$ cat config.mk
export PLATFORM = sky130hd
export DESIGN_NAME = serial_add_ctrl
export DESIGN_NICKNAME = d
export VERILOG_FILES = /design/src/rtl/serial_add_ctrl.sv
export SDC_FILE = /design/constraint.sdc
export NUM_CORES = 1
export LEC_CHECK = 0
export ABC_CLOCK_PERIOD_IN_PS = 5840
export BUFFER_PORTS_ARGS = -buffer_cell sky130_fd_sc_hd__buf_2
export CELL_PAD_IN_SITES_DETAIL_PLACEMENT = 2
export CELL_PAD_IN_SITES_GLOBAL_PLACEMENT = 2
export CORE_MARGIN = 2
export CORE_UTILIZATION = 35
export CTS_BUF_LIST = sky130_fd_sc_hd__clkbuf_4 sky130_fd_sc_hd__clkbuf_8 sky130_fd_sc_hd__clkbuf_16
export CTS_CLUSTER_DIAMETER = 150
export DETAILED_ROUTE_END_ITERATION = 7
export PLACE_DENSITY = 0.88
export SYNTH_ARGS = -nofsm -noshare
export SYNTH_HDL_FRONTEND = slang
export SYNTH_SLANG_ARGS = --single-unit
$ cat constraint.sdc
create_clock -name clk -period 5.84 [get_ports clk]
set_clock_uncertainty 0.2 [all_clocks]
set_input_delay 1.168 -clock clk [delete_from_list [all_inputs] [get_ports clk]]
set_output_delay 1.168 -clock clk [all_outputs]
set_load 0.01 [all_outputs]
$ cat src/rtl/serial_add_ctrl.sv
// serial_add_ctrl: performs a wide add or subtract by sending one SLICE_W-bit
// slice per cycle through an external carry-propagate adder. The least
// significant slice goes first. The operand, result and inter-slice carry
// registers are kept here. Requests and responses use valid/ready handshakes.
`timescale 1ns/1ps

module serial_add_ctrl #(
   parameter int SLICE_W    = 8,
   parameter int NUM_SLICES = 4,
   localparam int W         = SLICE_W * NUM_SLICES,
   localparam int IDX_W     = (NUM_SLICES > 1) ? $clog2(NUM_SLICES) : 1
) (
   input  logic               clk,
   input  logic               rst_n,
   input  logic               req_valid,
   output logic               req_ready,
   input  logic [W-1:0]       req_a,
   input  logic [W-1:0]       req_b,
   input  logic               req_cin,
   input  logic               req_sub,
   output logic [SLICE_W-1:0] add_a,
   output logic [SLICE_W-1:0] add_b,
   output logic               add_cin,
   input  logic [SLICE_W-1:0] add_s,
   input  logic               add_cout,
   output logic               busy,
   output logic               rsp_valid,
   input  logic               rsp_ready,
   output logic [W-1:0]       rsp_sum,
   output logic               rsp_cout,
   output logic               rsp_ovf
);

   typedef enum logic [1:0] {IDLE, RUN, DONE} state_t;

   state_t             state_q, state_d;
   logic [W-1:0]       a_q, a_d;
   logic [W-1:0]       b_q, b_d;
   logic [W-1:0]       sum_q, sum_d;
   logic               carry_q, carry_d;
   logic [IDX_W-1:0]   idx_q, idx_d;
   logic               rspCout_q, rspCout_d;
   logic               rspOvf_q, rspOvf_d;

   logic [SLICE_W-1:0] aSlice;
   logic [SLICE_W-1:0] bSlice;
   logic               lastSlice;

   // The slice under work is chosen by the index. B is already inverted for a subtract.
   assign aSlice    = a_q[idx_q*SLICE_W +: SLICE_W];
   assign bSlice    = b_q[idx_q*SLICE_W +: SLICE_W];
   assign lastSlice = (idx_q == IDX_W'(NUM_SLICES - 1));

   // The adder inputs are driven only while a run is in progress. They are zero at all other times.
   assign add_a   = (state_q == RUN) ? aSlice  : '0;
   assign add_b   = (state_q == RUN) ? bSlice  : '0;
   assign add_cin = (state_q == RUN) ? carry_q : 1'b0;

   // The handshake and status flags come straight from the state.
   assign req_ready = (state_q == IDLE);
   assign busy      = (state_q == RUN);
   assign rsp_valid = (state_q == DONE);
   assign rsp_sum   = sum_q;
   assign rsp_cout  = rspCout_q;
   assign rsp_ovf   = rspOvf_q;

   // State register. Reset aborts any operation in flight and discards the operands.
   always_ff @(posedge clk or negedge rst_n) begin
      if (!rst_n) begin
         state_q   <= IDLE;
         a_q       <= '0;
         b_q       <= '0;
         sum_q     <= '0;
         carry_q   <= 1'b0;
         idx_q     <= '0;
         rspCout_q <= 1'b0;
         rspOvf_q  <= 1'b0;
      end else begin
         state_q   <= state_d;
         a_q       <= a_d;
         b_q       <= b_d;
         sum_q     <= sum_d;
         carry_q   <= carry_d;
         idx_q     <= idx_d;
         rspCout_q <= rspCout_d;
         rspOvf_q  <= rspOvf_d;
      end
   end

   // Next-state logic: accept in IDLE, capture one slice per cycle in RUN, wait for the consumer in DONE.
   always_comb begin
      state_d   = state_q;
      a_d       = a_q;
      b_d       = b_q;
      sum_d     = sum_q;
      carry_d   = carry_q;
      idx_d     = idx_q;
      rspCout_d = rspCout_q;
      rspOvf_d  = rspOvf_q;
      case (state_q)
         IDLE: begin
            if (req_valid) begin
               a_d     = req_a;
               b_d     = req_sub ? ~req_b : req_b;
               carry_d = req_sub ? 1'b1 : req_cin;
               idx_d   = '0;
               state_d = RUN;
            end
         end
         RUN: begin
            sum_d[idx_q*SLICE_W +: SLICE_W] = add_s;
            carry_d = add_cout;
            if (lastSlice) begin
               idx_d     = '0;
               state_d   = DONE;
               rspCout_d = add_cout;
               rspOvf_d  = (a_q[W-1] == b_q[W-1]) && (add_s[SLICE_W-1] != a_q[W-1]);
            end else begin
               idx_d = idx_q + 1'b1;
            end
         end
         DONE: begin
            if (rsp_ready) begin
               state_d = IDLE;
            end
         end
         default: begin
            state_d = IDLE;
         end
      endcase
   end

endmodule

==> metrics <==
share of cells above drive strength 1=0.301; IO Port Bufs=132; I/O pins=133; Die ar.=14,700 sq um; DRC=0; WHS Path Cells=2; CTS max path bufs=2; Starting Density=0.361; standard-cell rows=42; # setup viols final=0; Setup TNS=0 ps; grt total ovfl=0; worst stage delay on the critical path=910 ps; # Post-CTS Setup Buffers=0; crit end category=output pin; TritonCTS Buffers=9; hold_buf cts=0; CP required=4470 ps; clock slew at reported path FFs=70 ps; Post-Route WL=14,000 microns; Die Height=121 microns; Initial DRT Pass Iterations=4; DR iter-0 viols=157; Core ar.=13,300 sq um; post-CTS sizing=0; CTS H-Tree Depth=3; reg-to-reg startpoint=idx_q[1]; Synth-to-Final Area Change=21.7%; Leakage=2.92 nW; RSZ-0062 raised after global routing=no; warnings from Yosys=0; GRT Total Usage=0.201; Worst Hold Slack=273 ps; root buf cell=clkbuf_16; CP startpoint kind=register; initial antenna violation count=1; Worst path slowest cell=dfrtp_2; TritonCTS clock tree=built; maximum vdd drop=0.208 mV; Syn Area/Cell=10.4 sq um; fmax=0.281 GHz; Detail Route Antenna Nets=0; vias=3,786; hold path startpoint=rsp_sum[15]; routability cong.=0.816; Die Width=121 microns; minimum clock period=3560 ps; CP Data Arrival Time=2190 ps; DPL Wire Length=10,100 microns; Slew Limit Fails=0; Fin. Hold Viols=0; vias in the first global route=4,254; Via density=4.99; WL/cell=18.4 microns; Post-Syn Area=4810 sq um; global-route wire length before repair=22,400 microns; synth unique cells=28; relative slew slack=0.282; CP Cell Sequence=mux4_2 > and2_1 > buf_2; critical path peak fanout=25; final-stage net count=664; sequential element share of the synthesized area=0.536; Pwr Density=546 nW/um^2; Synth Register Bits=103; Gate Count Post-Synth=461; largest net degree at the start of global routing=100; CTS sink cnt=103; Clock Latency Late Sink=350 ps; Worst Setup SP=idx_q[0]; reg2reg path depth=6; Syn Nets=546; Slew @ Worst Pin=1080 ps; Max-Cap Viols=0; critical path class=reg -> out; Final Cycle Share=0.610; HP Class=reg -> reg; status=finished clean
## cells by family (layout without fill, tap and decap cells)
logic type | after synthesis | count (layout) | share of synthesized area
AOI/OAI and AO/OA | 70 | 70 | 0.0866
xor gates and xnor gates | 32 | 32 | 0.0582
adders and majority gates | 6 | 6 | 0.0156
buffers and inverters | 32 | 153 | 0.0380
DFF | 103 | 103 | 0.536
muxes | 18 | 18 | 0.0796
other | 0 | 1 | 0
and+or+nand+nor | 200 | 200 | 0.186
## path summary, 6_finish.rpt
check | end | slack, ps
max | add_b[0] | 2280
min | rsp_sum[15] | 270
max reg2reg | rsp_sum[8] | 3010
min reg2reg | rsp_sum[15] | 270
max in group asynchronous | idx_q[0] | 3670
min in group asynchronous | b_q[13] | 680
## where the power goes
| part | total (mW) | internal, mW | switching, mW |
|---|---|---|---|
| logic | 1.26 | 0.580 | 0.684 |
| registers | 1.32 | 1.04 | 0.283 |
| clock network | 0.611 | 0.354 | 0.257 |
## cell usage in the layout (no fill, tap or decap), types with 4 or more instances in the layout
master	count
nand2_1	166
buf_2	131
dfrtp_1	102
o21ai_0	47
xnor2_1	32
and2_1	17
mux4_2	16
a22o_1	16
clkbuf_16	9
ha_1	6
o21ai_1	4
buf_4	4
## critical path: cells and delay by family, from the launching register on
| family | cells | cell delay, ps |
|---|---|---|
| buffers and inverters | 1 | 140 |
| DFF | 1 | 910 |
| muxes | 1 | 600 |
| and+or+nand+nor | 1 | 180 |
## stage by stage
step | cell area (sq um) | power [mW] | cells | util | setup WS (ps)
3_3_place_gp | 5560 | 2.50 | 744 | 0.417 | 2660
6_report | 5860 | 3.20 | 759 | 0.439 | 2280
2_1_floorplan | 4810 | 2.13 | 461 | - | 3060
3_5_place_dp | 5560 | 2.62 | 744 | 0.417 | 2600
4_1_cts | 5850 | 3.25 | 758 | 0.439 | 2220
5_1_grt | 5850 | 3.44 | 758 | 0.439 | 2120
## cell type report
cell class,count,area [sq um]
multi-input cells,326,2060
well taps,176,220
diodes,1,2.50
fillers,1489,7490
inverters,4,17.5
repair buffers,135,686
clock buffers,13,262
flip-flops and latches,103,2580
clock inverters,1,30.0
## cells in the mapped netlist
master / number / area share
nand3_1: 3 / 0.0031
nor4b_4: 2 / 0.0099
a22o_1: 16 / 0.029
nor2_1: 2 / 0.0016
inv_4: 1 / 0.0013
xnor2_1: 32 / 0.058
nand3b_2: 1 / 0.0023
buf_2: 15 / 0.016
buf_4: 1 / 0.0016
clkbuf_1: 7 / 0.0055
mux4_2: 16 / 0.075
nor4bb_1: 1 / 0.0021
o21ai_1: 4 / 0.0042
nand2b_1: 3 / 0.0039
mux2_2: 2 / 0.0047
dfrtp_1: 103 / 0.54
nor4_4: 1 / 0.0044
o31ai_1: 2 / 0.0031
ha_1: 6 / 0.016
o21ai_0: 47 / 0.049
inv_1: 3 / 0.0023
nand2_1: 166 / 0.13
o22ai_1: 1 / 0.0013
nor3b_2: 1 / 0.0026
or3b_1: 1 / 0.0018
nand3b_1: 2 / 0.0031
buf_6: 5 / 0.012
and2_1: 17 / 0.022
## flip-flops by register name (all words and copies together), names as in the netlist
signal    flops
state_q       2
idx_q         2
rsp_ovf       1
rsp_cout      1
carry_q       1
a_q          32
rsp_sum      32
b_q          32
## routing by layer
layer / up-vias / wire [microns] / global-route usage
met5: - / 0 / 0
met4: 0 / 284 / 0.0812
met3: 17 / 550 / 0.0324
met2: 92 / 7200 / 0.359
met1: 1916 / 5950 / 0.241
li1: 1761 / - / -
No activity file was read; power rests on OpenSTA's default activity.
